**src/rtl/wb_dma_master_pkg.sv**
```systemverilog
// Shared types and constants for the Wishbone DMA master: FSM state encoding,
// transfer direction codes and the full-word byte-select mask.
package wb_dma_master_pkg;

    typedef enum logic [2:0] {
        IDLE  = 3'd0,
        FETCH = 3'd1,
        BUS   = 3'd2,
        PUSH  = 3'd3,
        DONE  = 3'd4,
        ERR   = 3'd5
    } dma_state_e;

    localparam logic       DIR_TO_MEM    = 1'b0;
    localparam logic       DIR_TO_STREAM = 1'b1;
    localparam logic [3:0] WB_FULL_MASK  = 4'hF;

endpackage

```
**src/rtl/wb_dma_master.sv**
```systemverilog
// Single-channel Wishbone DMA master moving 32-bit words between a stream port and memory.
// Optional ack timeout enabled by defining WB_DMA_TIMEOUT_EN.
module wb_dma_master
    import wb_dma_master_pkg::*;
#(
    parameter int MAX_WORDS      = 128,
    parameter int TIMEOUT_CYCLES = 256
) (
    input  logic                       wb_clk,
    input  logic                       wb_rst,
    input  logic                       start,
    input  logic                       dir,
    input  logic [31:0]                base_addr,
    input  logic [$clog2(MAX_WORDS):0] word_cnt,
    input  logic                       abort,
    output logic                       busy,
    output logic                       done,
    output logic                       err,
    input  logic [31:0]                rx_data,
    input  logic                       rx_valid,
    output logic                       rx_ready,
    output logic [31:0]                tx_data,
    output logic                       tx_valid,
    input  logic                       tx_ready,
    output logic [31:0]                wbm_addr,
    output logic [31:0]                wbm_dout,
    input  logic [31:0]                wbm_din,
    output logic [3:0]                 wbm_dm,
    output logic                       wbm_cyc,
    output logic                       wbm_stb,
    output logic                       wbm_we,
    input  logic                       wbm_ack,
    output dma_state_e                 dbg_state
);

    localparam int              CW      = $clog2(MAX_WORDS) + 1;
    localparam logic [CW-1:0]   MAX_CNT = CW'(MAX_WORDS);

    dma_state_e    state_q, state_d;
    logic [29:0]   addr_q, addr_d;
    logic [CW-1:0] rem_q, rem_d;
    logic          dir_q, dir_d;
    logic [31:0]   dout_q, dout_d;
    logic [31:0]   txd_q, txd_d;
    logic          start_acc;
    logic          tmo_hit;
    logic          unused_addr_lsbs;

    assign unused_addr_lsbs = ^base_addr[1:0];
    assign start_acc        = (state_q == IDLE) && start && !abort;

`ifdef WB_DMA_TIMEOUT_EN
    localparam int TW = $clog2(TIMEOUT_CYCLES + 1);
    logic [TW-1:0] tmo_q;
    logic          err_q;

    assign tmo_hit = (state_q == BUS) && (tmo_q == TW'(TIMEOUT_CYCLES - 1));
    assign err     = err_q;

    always_ff @(posedge wb_clk) begin
        if (wb_rst) begin
            tmo_q <= '0;
            err_q <= 1'b0;
        end else begin
            tmo_q <= (state_q == BUS && state_d == BUS) ? tmo_q + 1'b1 : '0;
            if (state_d == ERR)
                err_q <= 1'b1;
            else if (start_acc)
                err_q <= 1'b0;
        end
    end
`else
    localparam int unused_timeout = TIMEOUT_CYCLES;
    assign tmo_hit = 1'b0;
    assign err     = 1'b0;
`endif

    always_comb begin
        state_d = state_q;
        addr_d  = addr_q;
        rem_d   = rem_q;
        dir_d   = dir_q;
        dout_d  = dout_q;
        txd_d   = txd_q;
        unique case (state_q)
            IDLE: begin
                if (start_acc) begin
                    addr_d = base_addr[31:2];
                    rem_d  = (word_cnt > MAX_CNT) ? MAX_CNT : word_cnt;
                    dir_d  = dir;
                    if (word_cnt == '0)
                        state_d = DONE;
                    else if (dir == DIR_TO_MEM)
                        state_d = FETCH;
                    else
                        state_d = BUS;
                end
            end
            FETCH: begin
                if (rx_valid) begin
                    dout_d  = rx_data;
                    state_d = BUS;
                end
            end
            BUS: begin
                if (wbm_ack) begin
                    addr_d = addr_q + 30'd1;
                    rem_d  = rem_q - 1'b1;
                    if (dir_q == DIR_TO_STREAM) begin
                        txd_d   = wbm_din;
                        state_d = PUSH;
                    end else if (rem_q == CW'(1)) begin
                        state_d = DONE;
                    end else begin
                        state_d = FETCH;
                    end
                end else if (tmo_hit) begin
                    state_d = ERR;
                end
            end
            PUSH: begin
                if (tx_ready)
                    state_d = (rem_q == '0) ? DONE : BUS;
            end
            DONE:    state_d = IDLE;
            ERR:     state_d = IDLE;
            default: state_d = IDLE;
        endcase
        // Abort overrides every transition but still lets an acked access update the counters.
        if (abort && state_q != IDLE)
            state_d = IDLE;
    end

    always_ff @(posedge wb_clk) begin
        if (wb_rst) begin
            state_q <= IDLE;
            addr_q  <= '0;
            rem_q   <= '0;
            dir_q   <= 1'b0;
            dout_q  <= '0;
            txd_q   <= '0;
        end else begin
            state_q <= state_d;
            addr_q  <= addr_d;
            rem_q   <= rem_d;
            dir_q   <= dir_d;
            dout_q  <= dout_d;
            txd_q   <= txd_d;
        end
    end

    // Streams are valid/ready: a beat moves on the edge where both are high, and the
    // producer keeps data stable while valid is high.
    assign busy      = (state_q != IDLE);
    assign done      = (state_q == DONE);
    assign rx_ready  = (state_q == FETCH);
    assign tx_valid  = (state_q == PUSH);
    assign tx_data   = txd_q;
    assign wbm_cyc   = (state_q == BUS);
    assign wbm_stb   = (state_q == BUS);
    assign wbm_we    = (state_q == BUS) && (dir_q == DIR_TO_MEM);
    assign wbm_dm    = (state_q == BUS) ? WB_FULL_MASK : 4'h0;
    assign wbm_addr  = {addr_q, 2'b00};
    assign wbm_dout  = dout_q;
    assign dbg_state = state_q;

endmodule

```
**config.mk**
```make
export PLATFORM = sky130hd
export DESIGN_NAME = wb_dma_master
export DESIGN_NICKNAME = d
export VERILOG_FILES = /design/src/rtl/wb_dma_master_pkg.sv /design/src/rtl/wb_dma_master.sv
export SDC_FILE = /design/constraint.sdc
export NUM_CORES = 1
export LEC_CHECK = 0
export BUFFER_PORTS_ARGS = -buffer_cell sky130_fd_sc_hd__buf_2
export CORE_ASPECT_RATIO = 1.75
export CORE_MARGIN = 8
export CORE_UTILIZATION = 43
export DETAILED_ROUTE_END_ITERATION = 7
export GPL_ROUTABILITY_DRIVEN = 0
export PLACE_DENSITY = 0.75
export SETUP_SLACK_MARGIN = 0.4
export SYNTH_ARGS = -nofsm -noshare
export SYNTH_HDL_FRONTEND = slang
export SYNTH_SLANG_ARGS = --single-unit
```
**constraint.sdc**
```tcl
create_clock -name wb_clk -period 1.8 [get_ports wb_clk]
set_input_delay 0.09 -clock wb_clk [delete_from_list [all_inputs] [get_ports wb_clk]]
set_output_delay 0.09 -clock wb_clk [all_outputs]
set_load 0.05 [all_outputs]
```
== After elaboration in Yosys (flattened, before gate mapping) ==
Index checks and enable logic that the tools add are counted.

* $add $sub $neg: 2
* Bitwise operators: 1
* Equality and inequality tests: 9
* Reduce and logical (&&, ||, !) cells: 16
* Muxes and demuxes: 18
* Magnitude comparators: 1

{| class="wikitable"
|+ Operator list
! cell !! number
|-
| 2-to-1 mux 30 bit || 2
|-
| case mux 30 bit (2 select lines) || 1
|-
| adder 30 x 1 -> 30 bit (second input constant) || 1
|-
| 2-to-1 mux 3 bit || 8
|-
| 2-to-1 mux 8 bit || 3
|-
| zero test 8 bit || 2
|-
| case mux 8 bit (2 select lines) || 1
|-
| case mux 3 bit (4 select lines) || 1
|-
| equality test 8 x 1 -> 1 bit (second input constant) || 1
|-
| greater-than comparator 8 bit (second input constant) || 1
|-
| subtractor 8 x 1 -> 8 bit (second input constant) || 1
|-
| equality test 3 x 2 -> 1 bit (second input constant) || 2
|-
| AND reduction 3 bit || 2
|-
| logical AND 1 bit || 4
|-
| 2-to-1 mux 4 bit || 1
|-
| inequality test 2 x 1 -> 1 bit (second input constant) || 2
|-
| inequality test 2 bit (second input constant) || 2
|-
| AND reduction 2 bit || 2
|-
| AND reduction 4 bit || 1
|-
| equality test 3 x 1 -> 1 bit (second input constant) || 1
|-
| equality test 3 bit (second input constant) || 1
|-
| zero test 3 bit || 1
|-
| nonzero test 3 bit || 1
|-
| 2-to-1 mux 2 bit || 1
|-
| other kinds (4) || 4
|}

* Register bits after elaboration: 106
* Input bits: 112
* Output and inout bits: 111
* Word-level logic and storage cells: 53

== Depth between registers and ports, before layout ==
* Word-level depth: 5
* Mapped depth: 10
* Gate-level depth less buffers: 7

== Worst setup path after synthesis ==
No wires, ideal clock.

* Kind: register to register
* Start point: reg state_q[0] (netlist: dbg_state[0])
* End point: reg dout_q[10] (netlist: wbm_dout[10])
* Clock period less this slack: 2.629 ns
* Required time: 1.730 ns
* Path slack: -0.829 ns
* Arrival: 2.559 ns
* Setup time: 0.070 ns
* Path buffers: 3
* Cell stages (with the launch flop): 9
* Cell sequence: dfxtp_1 -> buf_2 -> nand2b_1 -> nor2_1 -> and2_1 -> clkbuf_1 -> clkbuf_1 -> nand2_1 -> a21oi_1

* Cells in the longest elaborated chain, start to end: 2

{| class="wikitable"
|+ RTL lines
! item !! line !! source
|-
| start: declaration || wb_dma_master.sv:39 || <nowiki>dma_state_e state_q, state_d;</nowiki>
|-
| start signal: assignment || wb_dma_master.sv:143 || <nowiki>state_q <= state_d;</nowiki>
|-
| equality test 3 x 1 -> 1 bit || -- ||
|-
| named net rx_ready || wb_dma_master.sv:21 || <nowiki>output logic rx_ready,</nowiki>
|-
| AND reduction 2 bit (no line) || -- ||
|-
| end signal: assignment || wb_dma_master.sv:147 || <nowiki>dout_q <= dout_d;</nowiki>
|-
| end: declaration || wb_dma_master.sv:43 || <nowiki>logic [31:0] dout_q, dout_d;</nowiki>
|}

The timed path passes the listed nets, and every way through them passes these cells.
A chain may end at the register's enable or synchronous reset.

== Worst setup path after layout ==
* Start point: reg state_q[1] (netlist: dbg_state[1])
* End point: reg addr_q[2]

* Cells in the longest elaborated chain, start to end: 5
* Elaborated cells between the ends (all ways): 9
* Those cells by class: eq/ne (3); mux (1); reduce/logical (5)

{| class="wikitable"
|+ RTL lines
! item !! line !! source
|-
| zero test 3 bit || wb_dma_master.sv:50, wb_dma_master.sv:85 ||
|-
| logical AND 1 bit (2 in a row) || wb_dma_master.sv:50 || <nowiki>assign start_acc = (state_q == IDLE) && start && !abort;</nowiki>
|-
| inequality test 2 bit (no line) || -- ||
|-
| AND reduction 3 bit (no line) || -- ||
|-
| end signal: assignment || wb_dma_master.sv:144 || <nowiki>addr_q <= addr_d;</nowiki>
|-
| end: declaration || wb_dma_master.sv:40 || <nowiki>logic [29:0] addr_q, addr_d;</nowiki>
|}

Parallel ways exist; a longest one is shown, timed or not.

==> impl_metrics.toml <==
[routing]
detail_route.wl_per_cell_um = 21.8
vias_per_cell = 5.84
wl_um = 25200
first_pass_iters = 5
drc = 0
vias = 6749
drtIter0Drc = 415
ant_nets = 0

[floorplanning]
die_h_um = 160
io_pins = 223
initial_core_util_pct = 44.1
core_region_area_um2 = 11600
rows = 52
die-area_um2 = 15800
die_x_um = 98.4

[yosys]
synth.distinct_cells = 60
synth_common_cells = "160 x nand2_1, 106 x dfxtp_1, 92 x a21oi_1"
syn_inst = 679
synth.area.top_cells = "dfxtp_1 42%, nand2_1 12%, a21oi_1 9.0%"
synth_enable_flop_cells = 0
syn-cell-area_um2 = 5110
yosysTopAreaCell = "dfxtp_1"
synth_seq_area_share_pct = 41.5
avgSynthCellArea_um2 = 7.52
async_reset_ff_share_pct = 0
ys_ff_latch = 106
ys.flop_type = "dfxtp_1"
yosysTopAreaCellShare_pct = 41.5
yosysWarnings = 0
synth.most_common_cell = "nand2_1"

[sta]
hold_viol = 0
finalCriticalPeriod_ns = 1.92
worst_slack_ns = -0.119
slew_violations = 0
fin_skew_ns = 0.00970
tightestPinTransition_ns = 0.586
rsz0062_at_grt = "true"
max_slew_margin_pct = 60.9
setup_viol = 26
fmax_mhz = 521
period_share_pct = 107

[power_and_ir_drop]
p_total_w = 0.00745
p_per_area_nw_per_um2 = 823
power.leakage_nw = 4.02
peakVddDrop_mv = 0.566

[layout]
finalNonFillerCells = 1155
area_growth_pct = 77.4
final_nets = 1130
drive_gt1_share_pct = 49.2

[global_routing]
grt_overflow = 0
grt_pass1_wl_um = 33700
grt_pass1_vias = 6427
grt_start_max_net_pins = 102
grt_use_total_pct = 26.5
antenna_found_initial = 1

[cts]
cts_buffers = 9
cts_tree = "yes"
h-tree-depth = 3
clkSinkCount = 106
cts_root_buf = "clkbuf_16"
clkLatencyLatePin_ns = 0.34
clockBufferDepth = 2
clkSlewWorstSetupHoldPaths_ns = 0.08

[setup_path]
r2r_cells = 7
required_ns = 2.02
r2r-start = "dbg_state[1]"
path_max_fanout = 8
crit_path_end_kind = "register"
timing.rr.end = "addr_q[2]"
crit_type = "register to register"
cp.arrival_ns = 2.14
r2r_slack_ns = -0.12
startpoint_type = "register"

[placed_design]
dp_hpwl_um = 13700
numPortBuffers = 217
dpl.cell_count = 1026

[min_path]
hp-class = "input pin to register"
min_to = "dir_q"
min_from = "dir"
min_path_cells = 3

[outcome]
status = "complete, but fails checks"
violations = "negative setup slack"

[run]
maxCapViolCount = 0
[stage by stage]
stage	setup TNS (ns)	instance area (um2)	worst slack, ns	util [%]	hold WS, ns
CTS	0	7990	0.0150	69.0	0.00137
floorplan	-1.53	5550	-0.0838	-	0.226
detailed placement	0	6730	0.0132	58.1	0.338
global placement	0	6730	0.0417	58.1	0.332
finish	-0.856	9060	-0.119	78.2	0.0177
global route	-2.74	9060	-0.207	78.2	0.00449
[layout by cell type (no fill, tap or decap), drive strengths merged, types with 7 or more instances in the layout]
master	synthesis	layout
clkbuf	21	14
a211oi	10	10
nor3	20	20
dlygate4sd3	0	61
nand3	19	19
inv	13	16
nand4	18	18
o21ai	35	35
nor2	42	42
and3	14	14
a21oi	93	93
and2	7	7
nand2	160	160
buf	32	309
nor4	15	15
dfxtp	106	106
[critical path, cell delays in order (launching register included)]
cell	delay, ns
dfxtp_4	0.36
or3b_4	0.39
buf_6	0.14
a21boi_4	0.19
buf_6	0.13
buf_12	0.12
o21ai_0	0.11
a221oi_1	0.34
[how the worst max path moves through the flow]
stage / start / end / cells past startpoint
after floorplan: addr_q[5] / addr_q[29] / 6
after global routing: dbg_state[1] / addr_q[2] / 7
after CTS: dbg_state[1] / addr_q[26] / 6
after detailed placement: dbg_state[1] / addr_q[20] / 6
after global placement: dbg_state[1] / addr_q[20] / 6
final: dbg_state[1] / addr_q[2] / 7
[layer usage]
| layer | part of all wire, % | track usage [%] | vias up |
|---|---|---|---|
| li1 | - | - | 3053 |
| met2 | 51 | 48.2 | 478 |
| met4 | 5.5 | 15.5 | 0 |
| met1 | 34 | 26.3 | 3119 |
| met5 | 0 | 0 | - |
| met3 | 8.8 | 6.66 | 99 |
[cell type report]
type	count	area, um2
antenna	1	2.50
clock buffer	10	229
clock inverter	6	56.3
fill	698	2520
inverter	14	58.8
multi-input combinational	508	3460
sequential	106	2180
tap	135	169
timing repair buffer	375	2910
[logic make-up (layout without fill, tap and decap cells)]
family,count (synthesis),after routing,synth area share (%)
multiplexers,6,6,1.18
XOR/XNOR,2,2,0.343
adder cells (fa/ha/maj),4,4,0.980
other,1,4,0.0734
AO/OA/AOI/OAI,179,179,20.8
AND/OR/NAND/NOR,314,314,28.3
flip-flops,106,106,41.5
buffers and inverters,67,405,6.74
[state kept, by name (all words and copies together), names as in the netlist]
| register | flops |
|---|---|
| tx_data | 32 |
| wbm_dout | 32 |
| addr_q | 30 |
| rem_q | 8 |
| dbg_state | 3 |
| dir_q | 1 |
[power breakdown]
group	internal, W	total, W	switching, W
Sequential	0.00251	0.00270	0.000197
Combinational	0.00115	0.00281	0.00166
Clock	0.000974	0.00193	0.000961
[timing repair]
item | in CTS | in global routing
resized for setup | 42 | 182
hold endpoints to repair | 61 | 0
gates cloned | 5 | 5
setup endpoints to repair | 98 | 117
pin swaps | 14 | 74
hold buffers | 61 | 0
buffers inserted | 9 | 32
(Power assumes the default switching activity.)
